===== src/rtl/mem_arbiter_n_if.sv =====
// Bundle of requester-side and external-memory-side signals for mem_arbiter_n.
// The arbiter takes the slave modport; requesters and the RAM/IO model take master.
interface mem_arbiter_n_if #(
    parameter int N_CH = 2
);
    logic [N_CH-1:0]      req_en;
    logic [N_CH-1:0]      req_rw;
    logic [N_CH*32-1:0]   req_addr;
    logic [N_CH*3-1:0]    req_len;
    logic [N_CH*32-1:0]   req_wdata;
    logic [N_CH-1:0]      done;
    logic [31:0]          rdata;
    logic [7:0]           mem_din;
    logic [7:0]           mem_dout;
    logic [31:0]          mem_a;
    logic                 mem_wr;
    logic                 io_buffer_full;

    modport slave (
        input  req_en, req_rw, req_addr, req_len, req_wdata, mem_din, io_buffer_full,
        output done, rdata, mem_dout, mem_a, mem_wr
    );

    modport master (
        output req_en, req_rw, req_addr, req_len, req_wdata, mem_din, io_buffer_full,
        input  done, rdata, mem_dout, mem_a, mem_wr
    );
endinterface


===== src/rtl/mem_arbiter_n.sv =====
// N-channel byte-serial arbiter/controller for the 8-bit external RAM/IO bus.
// Define MEMC_FIXED_PRIO_EN for fixed lowest-index priority instead of round-robin.
module mem_arbiter_n #(
    parameter int              N_CH          = 2,
    parameter logic [N_CH-1:0] ROLLBACK_MASK = {N_CH{1'b1}}
) (
    input  logic            clk,
    input  logic            rst,
    input  logic            rdy,
    input  logic            rollback,
    mem_arbiter_n_if.slave  bus
);
    localparam int IDX_W = (N_CH > 1) ? $clog2(N_CH) : 1;

    typedef enum logic [1:0] {IDLE, BUSY, WAIT} state_t;

    state_t            state, state_n;
    logic [2:0]        cnt, cnt_n;
    logic [IDX_W-1:0]  ch, ch_n;
    logic              rw, rw_n;
    logic [2:0]        len, len_n;
    logic [31:0]       addr, addr_n;
    logic [31:0]       wdata, wdata_n;
    logic [N_CH-1:0]   done_q, done_n;
    logic [31:0]       rdata_q, rdata_n;
    logic [31:0]       mem_a_q, mem_a_n;
    logic [7:0]        dout_q, dout_n;
    logic              wr_q, wr_n;
    logic [1:0]        bidx;

    logic [N_CH-1:0]   elig;
    logic              gnt_vld;
    logic [IDX_W-1:0]  gnt_idx;
    logic              gnt_rw;
    logic [31:0]       gnt_addr;
    logic [31:0]       gnt_wdata;
    logic [2:0]        gnt_len;
`ifndef MEMC_FIXED_PRIO_EN
    logic [IDX_W-1:0]  rr, rr_n;
`endif

    function automatic logic [2:0] clamp_len(input logic [2:0] l);
        if (l == 3'd0)      return 3'd1;
        else if (l > 3'd4)  return 3'd4;
        else                return l;
    endfunction

    function automatic logic is_io(input logic [31:0] a);
        return a[17:16] == 2'b11;
    endfunction

    function automatic logic [7:0] byte_sel(input logic [31:0] w, input logic [1:0] k);
        case (k)
            2'd0:    return w[7:0];
            2'd1:    return w[15:8];
            2'd2:    return w[23:16];
            default: return w[31:24];
        endcase
    endfunction

    // Read bytes land two edges after their address edge, so the capture lags cnt by 2.
    assign bidx = 2'(cnt - 3'd2);

    always_comb begin : grant_sel
        int sel;
        sel      = 0;
        gnt_vld  = 1'b0;
        // On rollback, pending reads of masked channels may not start.
        elig     = bus.req_en & ~(rollback ? (~bus.req_rw & ROLLBACK_MASK) : '0);
`ifdef MEMC_FIXED_PRIO_EN
        for (int k = N_CH - 1; k >= 0; k--) begin
            if (elig[k]) begin
                gnt_vld = 1'b1;
                sel     = k;
            end
        end
`else
        // Scan farthest-first so the channel right after rr wins the last assignment.
        for (int j = N_CH; j >= 1; j--) begin
            if (elig[(int'(rr) + j) % N_CH]) begin
                gnt_vld = 1'b1;
                sel     = (int'(rr) + j) % N_CH;
            end
        end
`endif
        gnt_idx   = IDX_W'(sel);
        gnt_rw    = bus.req_rw[sel];
        gnt_addr  = bus.req_addr[32*sel +: 32];
        gnt_wdata = bus.req_wdata[32*sel +: 32];
        gnt_len   = bus.req_len[3*sel +: 3];
    end

    always_comb begin : next_state
        state_n = state;
        cnt_n   = cnt;
        ch_n    = ch;
        rw_n    = rw;
        len_n   = len;
        addr_n  = addr;
        wdata_n = wdata;
        done_n  = done_q;
        rdata_n = rdata_q;
        mem_a_n = '0;
        dout_n  = '0;
        wr_n    = 1'b0;
`ifndef MEMC_FIXED_PRIO_EN
        rr_n    = rr;
`endif
        case (state)
            IDLE: begin
                done_n = '0;
                if (gnt_vld) begin
                    state_n = BUSY;
                    ch_n    = gnt_idx;
                    rw_n    = gnt_rw;
                    len_n   = clamp_len(gnt_len);
                    addr_n  = gnt_addr;
                    wdata_n = gnt_wdata;
                    rdata_n = '0;
`ifndef MEMC_FIXED_PRIO_EN
                    rr_n    = gnt_idx;
`endif
                    if (gnt_rw && is_io(gnt_addr) && bus.io_buffer_full) begin
                        cnt_n = 3'd0;
                    end else begin
                        mem_a_n = gnt_addr;
                        dout_n  = gnt_rw ? gnt_wdata[7:0] : 8'h00;
                        wr_n    = gnt_rw;
                        cnt_n   = 3'd1;
                    end
                end
            end
            BUSY: begin
                if (rw) begin
                    if (cnt == len) begin
                        state_n      = WAIT;
                        done_n       = '0;
                        done_n[ch]   = 1'b1;
                    end else if (!(is_io(addr) && bus.io_buffer_full)) begin
                        mem_a_n = addr + {29'd0, cnt};
                        dout_n  = byte_sel(wdata, cnt[1:0]);
                        wr_n    = 1'b1;
                        cnt_n   = cnt + 3'd1;
                    end
                end else if (rollback && ROLLBACK_MASK[ch]) begin
                    state_n = IDLE;
                    cnt_n   = 3'd0;
                end else begin
                    if (cnt >= 3'd2)
                        rdata_n = rdata_q | (32'(bus.mem_din) << {bidx, 3'b000});
                    if (cnt == len + 3'd1) begin
                        state_n    = WAIT;
                        done_n     = '0;
                        done_n[ch] = 1'b1;
                    end else begin
                        if (cnt < len)
                            mem_a_n = addr + {29'd0, cnt};
                        cnt_n = cnt + 3'd1;
                    end
                end
            end
            WAIT: begin
                state_n = IDLE;
                done_n  = '0;
            end
            default: state_n = IDLE;
        endcase
    end

    always_ff @(posedge clk or posedge rst) begin
        if (rst) begin
            state   <= IDLE;
            cnt     <= 3'd0;
            ch      <= '0;
            rw      <= 1'b0;
            len     <= 3'd1;
            done_q  <= '0;
            rdata_q <= '0;
            mem_a_q <= '0;
            dout_q  <= '0;
            wr_q    <= 1'b0;
`ifndef MEMC_FIXED_PRIO_EN
            rr      <= '0;
`endif
        end else if (!rdy) begin
            // Frozen: only the write strobe drops so a held byte is not written twice.
            wr_q    <= 1'b0;
        end else begin
            state   <= state_n;
            cnt     <= cnt_n;
            ch      <= ch_n;
            rw      <= rw_n;
            len     <= len_n;
            done_q  <= done_n;
            rdata_q <= rdata_n;
            mem_a_q <= mem_a_n;
            dout_q  <= dout_n;
            wr_q    <= wr_n;
`ifndef MEMC_FIXED_PRIO_EN
            rr      <= rr_n;
`endif
        end
    end

    always_ff @(posedge clk) begin
        if (rdy) begin
            addr  <= addr_n;
            wdata <= wdata_n;
        end
    end

    assign bus.done     = done_q;
    assign bus.rdata    = rdata_q;
    assign bus.mem_a    = mem_a_q;
    assign bus.mem_dout = dout_q;
    assign bus.mem_wr   = wr_q;
endmodule


===== src/flat_wrapper.sv =====
// flat-port wrapper written by rule: the top's interface ports become plain ports
module mem_arbiter_n_flat 
#(
    parameter int              N_CH          = 2,
    parameter logic [N_CH-1:0] ROLLBACK_MASK = {N_CH{1'b1}}
)
  (clk, rst, rdy, rollback, bus_req_en, bus_req_rw, bus_req_addr, bus_req_len, bus_req_wdata, bus_mem_din, bus_io_buffer_full, bus_done, bus_rdata, bus_mem_dout, bus_mem_a, bus_mem_wr);
  mem_arbiter_n_if #(.N_CH(N_CH)) bus_i ();
  input  logic clk;
  input  logic rst;
  input  logic rdy;
  input  logic rollback;
  input wire logic [$bits(bus_i.req_en)-1:0] bus_req_en;
  input wire logic [$bits(bus_i.req_rw)-1:0] bus_req_rw;
  input wire logic [$bits(bus_i.req_addr)-1:0] bus_req_addr;
  input wire logic [$bits(bus_i.req_len)-1:0] bus_req_len;
  input wire logic [$bits(bus_i.req_wdata)-1:0] bus_req_wdata;
  input wire logic [$bits(bus_i.mem_din)-1:0] bus_mem_din;
  input wire logic [$bits(bus_i.io_buffer_full)-1:0] bus_io_buffer_full;
  output wire logic [$bits(bus_i.done)-1:0] bus_done;
  output wire logic [$bits(bus_i.rdata)-1:0] bus_rdata;
  output wire logic [$bits(bus_i.mem_dout)-1:0] bus_mem_dout;
  output wire logic [$bits(bus_i.mem_a)-1:0] bus_mem_a;
  output wire logic [$bits(bus_i.mem_wr)-1:0] bus_mem_wr;
  assign bus_i.req_en = bus_req_en;
  assign bus_i.req_rw = bus_req_rw;
  assign bus_i.req_addr = bus_req_addr;
  assign bus_i.req_len = bus_req_len;
  assign bus_i.req_wdata = bus_req_wdata;
  assign bus_i.mem_din = bus_mem_din;
  assign bus_i.io_buffer_full = bus_io_buffer_full;
  assign bus_done = bus_i.done;
  assign bus_rdata = bus_i.rdata;
  assign bus_mem_dout = bus_i.mem_dout;
  assign bus_mem_a = bus_i.mem_a;
  assign bus_mem_wr = bus_i.mem_wr;
  mem_arbiter_n #(.N_CH(N_CH), .ROLLBACK_MASK(ROLLBACK_MASK)) u_core (.clk(clk), .rst(rst), .rdy(rdy), .rollback(rollback), .bus(bus_i));
endmodule

===== config.mk =====
export PLATFORM = sky130hd
export DESIGN_NAME = mem_arbiter_n_flat
export DESIGN_NICKNAME = d
export VERILOG_FILES = /design/src/rtl/mem_arbiter_n_if.sv /design/src/rtl/mem_arbiter_n.sv /design/src/flat_wrapper.sv
export SDC_FILE = /design/constraint.sdc
export NUM_CORES = 1
export LEC_CHECK = 0
export CORE_UTILIZATION = 48
export DETAILED_ROUTE_END_ITERATION = 8
export PLACE_DENSITY = 0.82
export SLEW_MARGIN = 20
export SYNTH_ARGS = -nofsm -noshare
export SYNTH_HDL_FRONTEND = slang
export SYNTH_SLANG_ARGS = --single-unit

===== constraint.sdc =====
create_clock -name clk -period 5.2 [get_ports clk]
set_input_delay 1.04 -clock clk [delete_from_list [all_inputs] [get_ports clk]]
set_output_delay 1.04 -clock clk [all_outputs]
set_load 0.05 [all_outputs]

=== Word level (Yosys, flattened, before mapping) ===
Index checks and enable logic that the tools add are counted.

* Add/sub/neg operators: 6
* Multipliers: 1
* Div/mod/pow operators: 0
* Magnitude comparators: 8
* Eq/ne operators: 19
* Shift operators: 4
* Muxes and demuxes: 67
* Bitwise operators: 6
* Reductions and logical operators: 16

{| class="wikitable"
|+ Operators by type and width
! operator !! number
|-
| $mux W32 || 14
|-
| $pmux W32 S2 || 2
|-
| $shiftx A64 B32 Y32 || 2
|-
| $mux W8 || 6
|-
| $add A32 B3 Y32 || 1
|-
| $lt A32 B3 Y1 const B || 1
|-
| $mul A3 B32 Y32 const A || 1
|-
| $or A32 B32 Y32 || 1
|-
| $shiftx A6 B32 Y3 || 1
|-
| $shl A8 B5 Y32 || 1
|-
| $mux W3 || 8
|-
| $pmux W8 S3 || 1
|-
| $mux W1 || 20
|-
| $mux W2 || 10
|-
| $pmux W8 S2 || 1
|-
| $reduce_and A6 Y1 || 2
|-
| $ne A3 B3 Y1 const B || 3
|-
| $eq A2 B2 Y1 const B || 4
|-
| $pmux W2 S2 || 2
|-
| $add A3 B1 Y3 const B || 2
|-
| $eq A3 B3 Y1 || 2
|-
| $lt A2 B3 Y1 const B || 2
|-
| $pmux W3 S2 || 1
|-
| $logic_and A1 B1 Y1 || 5
|-
| other kinds (26) || 34
|}

* Register bits after elaboration: 149
* Bits in latches: 0
* Bits in writable memories: 0
* ROM bits: 0
* Bits of input ports: 151
* Word-level logic and storage cells: 139
* Memories kept: 0

=== Logic depth before layout (Yosys ltp) ===
Gate-level depths: netlist of run 1.

* Depth in word-level cells: 18
* Gate-level depth with buffers: 10

=== Worst setup path after synthesis of run 1 ===
OpenSTA, ideal clock, no wires.

* Path kind: input port to flip-flop
* Start point: in rollback
* End point: reg u_core.addr[0], enable pin
* Data arrival time: 3.881 ns
* Setup slack: 0.866 ns
* Stages on the path: 5
* Buffers on the path: 2
* Path through: nor2b_1 -> a2bb2oi_1 -> nor3_1 -> clkbuf_1 -> clkbuf_1

* Word-level cells in the longest chain between the ends: 9

{| class="wikitable"
|+ RTL lines
! element !! line !! RTL
|-
| start, declared || flat_wrapper.sv:12 || <nowiki>input logic rollback;</nowiki>
|-
| $mux W2 (*) || mem_arbiter_n.sv:69 || <nowiki>elig = bus.req_en & ~(rollback ? (~bus.req_rw & ROLLBACK_MASK) : '0);</nowiki>
|-
| $not A2 Y2 (*) || mem_arbiter_n.sv:69 ||
|-
| $and A2 B2 Y2 (*) || mem_arbiter_n.sv:69 ||
|-
| $mux W1 (implied by the code) (3 in series) || mem_arbiter_n.sv:80 || <nowiki>if (elig[(int'(rr) + j) % N_CH]) begin</nowiki>
|-
| $mux W1 || mem_arbiter_n.sv:80 ||
|-
| $mux W1 (*) || mem_arbiter_n.sv:80 ||
|-
| $reduce_and A3 Y1 (no source line) (*) || - ||
|-
| end signal, assigned || mem_arbiter_n.sv:207 || <nowiki>addr <= addr_n;</nowiki>
|-
| end, declared || mem_arbiter_n.sv:22 || <nowiki>logic [31:0] addr, addr_n;</nowiki>
|}

Every way passes the cells marked *; elsewhere a longest branch is shown, timed or not. The select of a mux whose other input is x is not followed.
A chain may end at the register's enable or synchronous reset.

=== Worst setup path in the final report of run 1 ===
* Start point: in rollback
* End point: reg u_core.mem_a_q[2] (netlist: u_core.bus.mem_a[2])

{| class="wikitable"
|+ RTL lines
! element !! line !! RTL
|-
| $mux W2 (*) || mem_arbiter_n.sv:69 ||
|-
| $not A2 Y2 (*) || mem_arbiter_n.sv:69 ||
|-
| $and A2 B2 Y2 (*) || mem_arbiter_n.sv:69 ||
|-
| $mux W1 (implied by the code) (3 in series) || mem_arbiter_n.sv:80 ||
|-
| $mux W32 || mem_arbiter_n.sv:80 ||
|-
| $mux W32 (*) || mem_arbiter_n.sv:80 ||
|-
| $shiftx A64 B32 Y32 (*) || mem_arbiter_n.sv:88 || <nowiki>gnt_addr = bus.req_addr[32*sel +: 32];</nowiki>
|-
| net u_core.gnt_addr[2] || mem_arbiter_n.sv:35 || <nowiki>logic [31:0] gnt_addr;</nowiki>
|-
| $mux W32 (*) || mem_arbiter_n.sv:123 || <nowiki>if (gnt_rw && is_io(gnt_addr) && bus.io_buffer_full) begin</nowiki>
|-
| $mux W32 (*) || mem_arbiter_n.sv:112 || <nowiki>if (gnt_vld) begin</nowiki>
|-
| $pmux W32 S2 (*) || mem_arbiter_n.sv:109 || <nowiki>case (state)</nowiki>
|-
| end signal, assigned || mem_arbiter_n.sv:196 || <nowiki>mem_a_q <= mem_a_n;</nowiki>
|-
| end, declared || mem_arbiter_n.sv:26 || <nowiki>logic [31:0] mem_a_q, mem_a_n;</nowiki>
|}

Mark *: on every way through the listed nets, which the timed path passes. The rest lies on a longest branch. The select of a mux whose other input is x is not followed.

==> summary.txt, run 1 <==
Die
  – Core ar.: 15800 µm²
  – Starting Density: 0.488
  – Width of the die: roughly 130 µm
  – Row count: 46
  – DIE AREA: 16600 µm²
  – Die Y: 129 µm
  – # IOs: around 230

Layout
  – ANT cells: 0
  – Layout cells sized above 1: 0.138
  – Layout Area Growth over Synthesis: 39.9%
  – NumNets Final: 1060
  – Non-Filler Instances: around 1100
  – Fill count: 1178

Timing
  – Final Max Slew Viols: 0
  – Crit share post-route: 0.632
  – Setup TNS Final: 0 ns
  – Worst slew pin tran: 1.11 ns
  – Finish-stage setup viols: 0
  – Fmax: 304 MHz
  – Min cycle time layout: ~3.3 ns
  – Setup Skew: roughly 0.013 ns
  – Final Hold Fails: 0
  – RSZ-0062 raised after global routing: false
  – Slew headroom: 0.259

Run status
  – Status: finished, final reports clean

Synthesis
  – Number of enable flip-flop cells after synthesis: 64
  – Async S/R FF share, synth: 0.570
  – Yosys warning count: 0
  – Proportion of netlist area held by the largest area contributor: 0.272
  – Mapped Nets: 849
  – Netlist cell types: 60
  – Most common cell in the netlist: dfrtp_1
  – Seq/Total Area, Yosys: 0.524
  – Top cells by area, synth: dfrtp_1 (27%), edfxtp_1 (25%), mux2_2 (9.2%), a41oi_1 (3.7%), nor2_1 (3.4%)
  – Synth Flop Type: dfrtp_1
  – Cells after Synth: 686
  – Avg Cell Area, Syn: 11.3 µm²
  – Netlist Area Pre-Place: 7730 µm²
  – Seq cells post-synth: between 100 and 150
  – Synth area leader: dfrtp_1
  – Commonest cells in the netlist: dfrtp_1 (84), nor2_1 (69), edfxtp_1 (64)

Power
  – Pint: 0.00344 W
  – Sw Pwr: 0.00244 W
  – Combinational share of power: 0.453
  – LEAKAGE: approximately 4.2 nW
  – Power per standard cell area: around 540 nW/µm²
  – Reg power frac: 0.319
  – Switching part of the total power: 0.415
  – Maximum VDD drop: roughly 280 µV
  – Clock power frac: 0.228

Routing
  – First drt pass iteration count: 8
  – Number of vias per cell: about 5.9
  – Vias: about 6600
  – WL/cell: 19.0 µm
  – Antenna Nets Post-Route: 0
  – 1st-iter DRT viols: just under 600
  – Remaining routing DRC violations: 0
  – Post-Route WL: 21.4 mm

Clock tree
  – Cts bufs inserted: 17
  – CTS tree: built
  – Worst skew pair latency: 0.42 ns
  – Maximum root-to-sink buffer count: 2
  – Clk root buf: clkbuf_16
  – CTS Hold Bufs: 0
  – Post-CTS Setup Inserts: 0
  – Cts repair resizes: 0
  – Clk slew on worst S/H paths: 0.06 ns
  – H-tree Lvls: 4
  – CTS sink cnt: 149

Critical path
  – Worst Path Max Fanout: 70
  – Crit-path slowest cell: buf_4
  – Crit path largest cell delay: 0.71 ns
  – CP Cell Sequence: clkdlybuf4s50_1 > nor2b_1 > o211ai_4 > buf_4 > mux2_2 > and3_1 > a221o_1
  – CP Class: in2reg
  – Worst reg2reg path depth: 8
  – Critical Path RT: 5.50 ns
  – Worst EP arrival: 3.59 ns
  – Element type at the critical path end: flip-flop
  – Crit start category: input pin

Global route
  – Initial antenna violation count: 0
  – Largest net degree at the start of global routing: 71
  – GRT Util Overall: 0.269
  – First-pass GRT wire length: 34.4 mm
  – Overflow left after global routing: 0
  – Vias in the first global route: 6616

Placement
  – Post-DP HPWL: 14.1 mm
  – Dpl cells: between 1000 and 1500
  – PortBufs: 225
  – Placer Congestion: 0.860

Min path
  – Hold Path Depth: 2
  – Worst Hold Class: reg2reg

Job
  – Max cap viols: 0
[routing by layer]
metal  up-vias  wire, µm  global-route usage
li1       3037         -                   -
met1      3213      8700               0.340
met2       337     10500               0.448
met3        41      1770              0.0703
met4         0       434              0.0927
met5         -         0                   0
[layout by cell type, fill, tap and decap left out, types with 14 or more instances in the layout]
master / instances
nand4_1: 20
nor2_1: 68
a21oi_1: 35
edfxtp_1: 64
a41oi_1: 33
a31oi_1: 17
clkdlybuf4s50_1: 224
o21ai_1: 14
inv_1: 36
nand3_1: 30
dfrtp_1: 84
nand2_1: 21
clkbuf_16: 17
mux2_2: 63
[worst max-delay path: cells and delay by family]
| family | cells | cell delay [ns] |
|---|---|---|
| simple gates | 2 | 0.41 |
| mux | 1 | 0.42 |
| compound gates | 2 | 0.44 |
| buf+inv | 2 | 1.26 |
[power by group through the flow]
| stage | Combinational, W | Clock, W | Sequential [W] |
|---|---|---|---|
| finish | 0.00266 | 0.00134 | 0.00188 |
| global route | 0.00285 | 0.00140 | 0.00192 |
| CTS | 0.00267 | 0.00136 | 0.00187 |
| detailed placement | 0.00266 | 0 | 0.00189 |
| global placement | 0.00262 | 0 | 0.00188 |
| floorplan | 0.00110 | 0 | 0.00254 |
[path summary, 6_finish.rpt]
check                                          to              startpoint  slack (ns)
setup reg to reg             u_core.bus.mem_a[26]           u_core.cnt[1]        1.95
hold / removal             u_core.bus.mem_dout[7]  u_core.bus.mem_dout[7]        0.48
setup / recovery              u_core.bus.mem_a[2]                rollback        1.91
max in group asynchronous    u_core.bus.mem_a[23]                     rst        3.07
hold reg to reg            u_core.bus.mem_dout[7]  u_core.bus.mem_dout[7]        0.48
min in group asynchronous    u_core.bus.rdata[17]                     rst        1.05
[kinds of logic (layout without fill, tap and decap cells)]
logic type / Yosys count / after routing / synth area share
AOI/OAI and AO/OA: 162 / 162 / 0.162
xor gates and xnor gates: 22 / 22 / 0.0269
adders and majority gates: 12 / 12 / 0.0204
buffers and inverters: 83 / 307 / 0.0429
DFF: 149 / 149 / 0.524
muxes: 71 / 71 / 0.103
and+or+nand+nor: 187 / 187 / 0.121
[state kept, by name (all words and copies together) (netlist names)]
| name | count |
|---|---|
| u_core.state | 2 |
| u_core.bus.mem_dout | 8 |
| u_core.wdata | 32 |
| u_core.cnt | 3 |
| u_core.bus.rdata | 32 |
| u_core.bus.mem_wr | 1 |
| u_core.bus.mem_a | 32 |
| u_core.len | 3 |
| u_core.addr | 32 |
| u_core.bus.done | 2 |
| u_core.rw | 1 |
| u_core.ch | 1 |
[through the flow]
stage | setup WS, ns | utilization | instance area [µm²] | total power [W] | hold slack, ns
6_report | 1.91 | 0.683 | 10800 | 0.00588 | 0.479
5_1_grt | 1.74 | 0.683 | 10800 | 0.00617 | 0.507
4_1_cts | 1.90 | 0.683 | 10800 | 0.00590 | 0.480
3_5_place_dp | 1.45 | 0.642 | 10200 | 0.00454 | 0.467
3_3_place_gp | 1.50 | 0.642 | 10200 | 0.00449 | 0.464
2_1_floorplan | 0.866 | - | 7730 | 0.00364 | 0.493
[area by class of cell]
type | count | area (µm²) | area share
tap | 216 | 270 | 0.0250
sequential | 149 | 4050 | 0.374
multi-input combinational | 454 | 3380 | 0.312
clock inverter | 13 | 205 | 0.0190
clock buffer | 19 | 433 | 0.0400
timing repair buffer | 237 | 2340 | 0.216
inverter | 38 | 144 | 0.0133
Power figures use the tool's default switching activity.
==> run 2, diff against run 1 <==
- clock period: 5.2 -> 3.1 ns (I/O delays scaled with it)
==> run 2 against run 1 <==
  * Hold slack gained 0.0052 ns
  * Combinational power grew 72%
  * Register-to-register slack lost 1.5 ns
  * First-iteration DRC count grew 18%
  * Total power grew 68%
  * Sequential cell count is the same
  * Global-route usage shrank 1.2 points
  * Sequential power grew 65%
  * Cell area grew 1.3%
  * Non-clock buffer count grew 10
  * Die area is the same
  * Clock skew shrank 0.0028 ns
  * Largest power group unchanged
==> summary.txt, run 2 (same netlist as run 1, synthesis figures left out) <==
Min path
  – Worst Hold Class: reg2reg
  – Worst hold start: u_core.bus.mem_dout[5]
  – Hold Path Depth: 2 (unchanged)
  – Hold endpoint: u_core.bus.mem_dout[5]

Timing
  – Setup Skew: 0.00991 ns (-0.00278 ns)
  – Crit share post-route: 0.853
  – Fmax: 378 MHz
  – Finish-stage setup viols: 0 (unchanged)
  – RSZ-0062 raised after global routing: false
  – Min cycle time layout: 2.64 ns
  – Worst slew pin tran: 1.06 ns (-0.0530 ns)
  – Final Max Slew Viols: 0 (unchanged)
  – Final Hold Fails: 0 (unchanged)
  – Setup TNS Final: 0 ns (unchanged)
  – Slew headroom: 0.296 (+0.0362)

Clock tree
  – Maximum root-to-sink buffer count: 2 (unchanged)
  – CTS sink cnt: 149 (unchanged)
  – Clk root buf: clkbuf_16
  – Cts bufs inserted: 17 (unchanged)
  – CTS tree: built
  – Cts repair resizes: 0 (unchanged)
  – Post-CTS Setup Inserts: 0 (unchanged)
  – Clk slew on worst S/H paths: 0.06 ns (about the same)
  – H-tree Lvls: 4 (unchanged)
  – CTS Hold Bufs: 0 (unchanged)
  – Worst skew pair latency: 0.43 ns (about the same)

Global route
  – First-pass GRT wire length: 32.5 mm (-5.3%)
  – Initial antenna violation count: 0 (unchanged)
  – GRT Util Overall: 0.257 (-0.0118)
  – Overflow left after global routing: 0 (unchanged)
  – Largest net degree at the start of global routing: 55 (-23%)
  – Vias in the first global route: 6378 (-3.6%)

Critical path
  – Critical Path RT: 3.41 ns (-2.09 ns)
  – Worst reg-to-reg setup slack: 0.46 ns (-1.49 ns)
  – Element type at the critical path end: flip-flop
  – Worst r2r dst: u_core.bus.mem_a[20]
  – Worst r2r src: u_core.cnt[0]
  – Worst Path Max Fanout: 7 (-90%)
  – Worst EP arrival: 2.95 ns (-0.64 ns)
  – Worst reg2reg path depth: 8 (unchanged)
  – Crit start category: flip-flop
  – CP Class: reg2reg

Die
  – Core ar.: 15800 µm² (unchanged)
  – # IOs: 226 (unchanged)
  – DIE AREA: 16600 µm² (unchanged)
  – Die Y: 129 µm (unchanged)
  – Width of the die: 129 µm (unchanged)
  – Starting Density: 0.488 (unchanged)
  – Row count: 46 (unchanged)

Layout
  – Multi-input gate area: 3370 µm² (-0.15%)
  – Register area: 4050 µm² (unchanged)
  – Commonest non-fill, non-tap cells in the layout: clkdlybuf4s50_1 (224), dfrtp_1 (84), nor2_1 (67)
  – Layout Area Growth over Synthesis: 41.8%
  – Commonest non-fill, non-tap cell in the layout: clkdlybuf4s50_1
  – NumNets Final: 1070 (+0.94%)
  – Layout cells sized above 1: 0.148 (+0.00936)
  – ANT cells: 0 (unchanged)
  – Fill count: 1182 (+0.34%)
  – Non-Filler Instances: 1136 (+0.89%)

Job
  – Max cap viols: 0 (unchanged)

Placement
  – PortBufs: 225 (unchanged)
  – Placer Congestion: 0.895 (+4.0%)
  – Dpl cells: 1104 (+0.91%)
  – Post-DP HPWL: 14.4 mm (+1.7%)

Routing
  – Number of vias per cell: 5.83 (-0.90%)
  – Vias: 6627 (-0.015%)
  – Antenna Nets Post-Route: 0 (unchanged)
  – First drt pass iteration count: 5 (-3)
  – WL/cell: 18.2 µm (-4.0%)
  – 1st-iter DRT viols: 693 (+18%)
  – Post-Route WL: 20.7 mm (-3.1%)
  – Remaining routing DRC violations: 0 (unchanged)

Power
  – LEAKAGE: 4.30 nW (+2.2%)
  – Power per standard cell area: 903 nW/µm² (+66%)
  – Maximum VDD drop: 508 µV (+80%)

Run status
  – Status: finished, final reports clean
## run 2: worst max-delay path by stage
stage                  startpoint                   end
global placement         rollback   u_core.bus.mem_a[2]
floorplan                rollback        u_core.addr[0]
finish              u_core.cnt[0]  u_core.bus.mem_a[20]
CTS                 u_core.cnt[0]  u_core.bus.mem_a[20]
detailed placement       rollback   u_core.bus.mem_a[2]
global route        u_core.cnt[0]  u_core.bus.mem_a[20]
## run 2: worst max-delay path: stages, from the launching register on
cell and delay [ns]:
dfrtp_1 0.47, ha_1 0.21, inv_1 0.06, fa_1 0.41, nor2b_1 0.35, o2111ai_1 0.36
o41a_1 0.42, o21ai_1 0.17, a21oi_1 0.08
## run 2: power breakdown
group	total [W]	switching (W)	internal, W
Combinational	0.00457	0.00286	0.00171
Sequential	0.00310	0.000411	0.00269
Clock	0.00222	0.000800	0.00142
Total	0.00990	0.00407	0.00582
## run 2: through the flow
| step | util | hold WS (ns) | worst slack, ns | cell area (µm²) | power (W) |
|---|---|---|---|---|---|
| 4_1_cts | 0.692 | 0.485 | 0.503 | 11000 | 0.00993 |
| 5_1_grt | 0.692 | 0.508 | 0.288 | 11000 | 0.0104 |
| 3_5_place_dp | 0.652 | 0.474 | 0.344 | 10300 | 0.00768 |
| 6_report | 0.692 | 0.484 | 0.456 | 11000 | 0.00990 |
| 3_3_place_gp | 0.652 | 0.462 | 0.372 | 10300 | 0.00759 |
| 2_1_floorplan | - | 0.493 | 0.214 | 7730 | 0.00610 |
## run 2: final cells by class
type / count / area share
multi-input cells: 454 / 0.308
inverters: 38 / 0.0131
clock buffers: 18 / 0.0392
repair buffers: 247 / 0.227
clock inverters: 14 / 0.0191
well taps: 216 / 0.0247
flip-flops and latches: 149 / 0.370
## run 2: layer usage
metal | up-vias | share of wire | track usage
met5 | - | 0 | 0
met4 | 0 | 0.017 | 0.0990
met3 | 29 | 0.086 | 0.0603
met2 | 321 | 0.49 | 0.428
met1 | 3231 | 0.41 | 0.327
li1 | 3046 | - | -
==> run 3, diff against run 2 <==
- CELL_PAD_IN_SITES_DETAIL_PLACEMENT: unset -> 1
- CELL_PAD_IN_SITES_GLOBAL_PLACEMENT: unset -> 1
- CORE_UTILIZATION: 48 -> 37
- HOLD_SLACK_MARGIN: unset -> 0.03
==> run 3 against run 2 <==
  * Die area increased by 29%
  * Utilization decreased by 15 points
  * Wire length increased by 18%
  * Largest cell class unchanged
  * Cell area about the same
  * Via count decreased by 0.17%
  * Highest routed layer unchanged
==> summary.txt, run 3 (same netlist as run 1, synthesis figures left out) <==
Run status
  – Status: finished, final reports clean

Clock tree
  – Clk root buf: clkbuf_16
  – Cts bufs inserted: 17 (unchanged)
  – CTS tree: built
  – CTS sink cnt: 149 (unchanged)
  – Cts repair resizes: 0 (unchanged)
  – Clk slew on worst S/H paths: 0.07 ns (about the same)
  – Post-CTS Setup Inserts: 0 (unchanged)
  – Worst skew pair latency: 0.43 ns (about the same)
  – CTS Hold Bufs: 0 (unchanged)
  – H-tree Lvls: 4 (unchanged)
  – Maximum root-to-sink buffer count: 2 (unchanged)

Die
  – Starting Density: 0.380 (-0.109)
  – # IOs: 226 (unchanged)
  – DIE AREA: 21500 µm² (+29%)
  – Row count: 52 (+13%)
  – Die Y: 147 µm (+14%)
  – Width of the die: 147 µm (+14%)
  – Core ar.: 20400 µm² (+29%)

Routing
  – First drt pass iteration count: 4 (-1)
  – Post-Route WL: 24.5 mm (+18%)
  – 1st-iter DRT viols: 389 (-44%)
  – WL/cell: 20.6 µm (+13%)
  – Antenna Nets Post-Route: 0 (unchanged)
  – Vias: 6616 (-0.17%)
  – Remaining routing DRC violations: 0 (unchanged)
  – Number of vias per cell: 5.55 (-4.8%)

Critical path
  – CP Class: reg2reg
  – Worst reg-to-reg setup slack: 0.34 ns (-0.11 ns)
  – Worst r2r src: u_core.cnt[0]
  – Element type at the critical path end: flip-flop
  – Worst EP arrival: 3.07 ns (+0.12 ns)
  – Critical Path RT: 3.41 ns (about the same)
  – Worst r2r dst: u_core.bus.mem_a[20]
  – Crit start category: flip-flop
  – Worst reg2reg path depth: 8 (unchanged)
  – Crit path to: u_core.bus.mem_a[20]
  – CP startpoint: u_core.cnt[0]
  – Worst Path Max Fanout: 7 (unchanged)

Layout
  – Layout Area Growth over Synthesis: 41.9% (about the same)
  – NumNets Final: 1071 (+0.093%)
  – Fill count: 2176 (+84%)
  – Non-Filler Instances: 1191 (+4.8%)
  – Post-layout util: 0.538 (-0.154)
  – Commonest non-fill, non-tap cells in the layout: clkdlybuf4s50_1 (224), dfrtp_1 (84), nor2_1 (67)
  – Layout cells sized above 1: 0.152 (+0.00418)
  – Register area: 4050 µm² (unchanged)
  – Commonest non-fill, non-tap cell in the layout: clkdlybuf4s50_1
  – ANT cells: 0 (unchanged)
  – Multi-input gate area: 3370 µm² (+0.11%)

Timing
  – Slew headroom: 0.480 (+0.185)
  – Finish-stage setup viols: 0 (unchanged)
  – Crit share post-route: 0.889 (+0.0361)
  – Worst slew pin tran: 0.780 ns (-0.277 ns)
  – RSZ-0062 raised after global routing: false
  – Setup TNS Final: 0 ns (unchanged)
  – Fin worst setup slack: 0.345 ns (-0.112 ns)
  – Setup Skew: 0.0126 ns (+0.00271 ns)
  – Final Hold Fails: 0 (unchanged)
  – Min cycle time layout: 2.76 ns (+0.112 ns)
  – Fmax: 363 MHz (-4.1%)
  – Final Max Slew Viols: 0 (unchanged)

Placement
  – Placer Congestion: 0.854 (-4.6%)
  – Post-DP HPWL: 17.2 mm (+19%)
  – PortBufs: 225 (unchanged)
  – Pre-CTS setup slack: 0.236 ns (-0.107 ns)
  – Dpl cells: 1159 (+5.0%)

Global route
  – Largest net degree at the start of global routing: 63 (+15%)
  – GRT Util Overall: 0.235 (-0.0226)
  – Initial antenna violation count: 0 (unchanged)
  – Overflow left after global routing: 0 (unchanged)
  – First-pass GRT wire length: 39.1 mm (+20%)
  – Vias in the first global route: 7117 (+12%)

Power
  – Maximum VDD drop: 495 µV (-2.5%)
  – LEAKAGE: 4.27 nW (-0.62%)
  – Total power: 0.00981 W (-0.82%)
  – Power per standard cell area: 895 nW/µm² (-0.87%)

Job
  – Max cap viols: 0 (unchanged)

Min path
  – Worst Hold Class: reg2reg
[run 3: area by class of cell]
cell class,count,area share
tap,270,0.0308
timing repair buffer,248,0.226
clock inverter,14,0.0114
inverter,38,0.0132
clock buffer,18,0.0411
multi-input combinational,454,0.308
sequential,149,0.369
[run 3: worst min-delay path by stage]
stage                                 from                endpoint  depth (start not counted)
finish              u_core.bus.mem_dout[6]  u_core.bus.mem_dout[6]                          2
global route        u_core.bus.mem_dout[6]  u_core.bus.mem_dout[6]                          2
CTS                 u_core.bus.mem_dout[2]  u_core.bus.mem_dout[2]                          2
detailed placement  u_core.bus.mem_dout[6]  u_core.bus.mem_dout[6]                          2
global placement    u_core.bus.mem_dout[5]  u_core.bus.mem_dout[5]                          2
floorplan                    u_core.len[0]           u_core.len[0]                          2
[run 3: metal layers]
metal,share of wire,global-route usage
met5,0,0
met4,0.018,0.0917
met3,0.056,0.0441
met2,0.51,0.401
met1,0.42,0.293
[run 3: critical path: stages (launching register included)]
cell       delay (ns)
dfrtp_1          0.50
ha_1             0.22
inv_1            0.05
fa_1             0.40
nor2b_1          0.41
o2111ai_1        0.37
o41a_1           0.42
o21ai_1          0.17
a21oi_1          0.09
[run 3: power breakdown]
part / switching (W) / internal (W) / total, W / leakage (nW)
Sequential: 0.000424 / 0.00269 / 0.00311 / 1.70
Combinational: 0.00293 / 0.00172 / 0.00464 / 2.28
Clock: 0.000945 / 0.00111 / 0.00206 / 0.289
[run 3: per-stage QoR]
stage	hold WS (ns)	instance area (µm²)
after floorplan	0.493	7730
after global placement	0.463	10400
after detailed placement	0.477	10400
after CTS	0.500	11000
after global routing	0.499	11000
final	0.493	11000
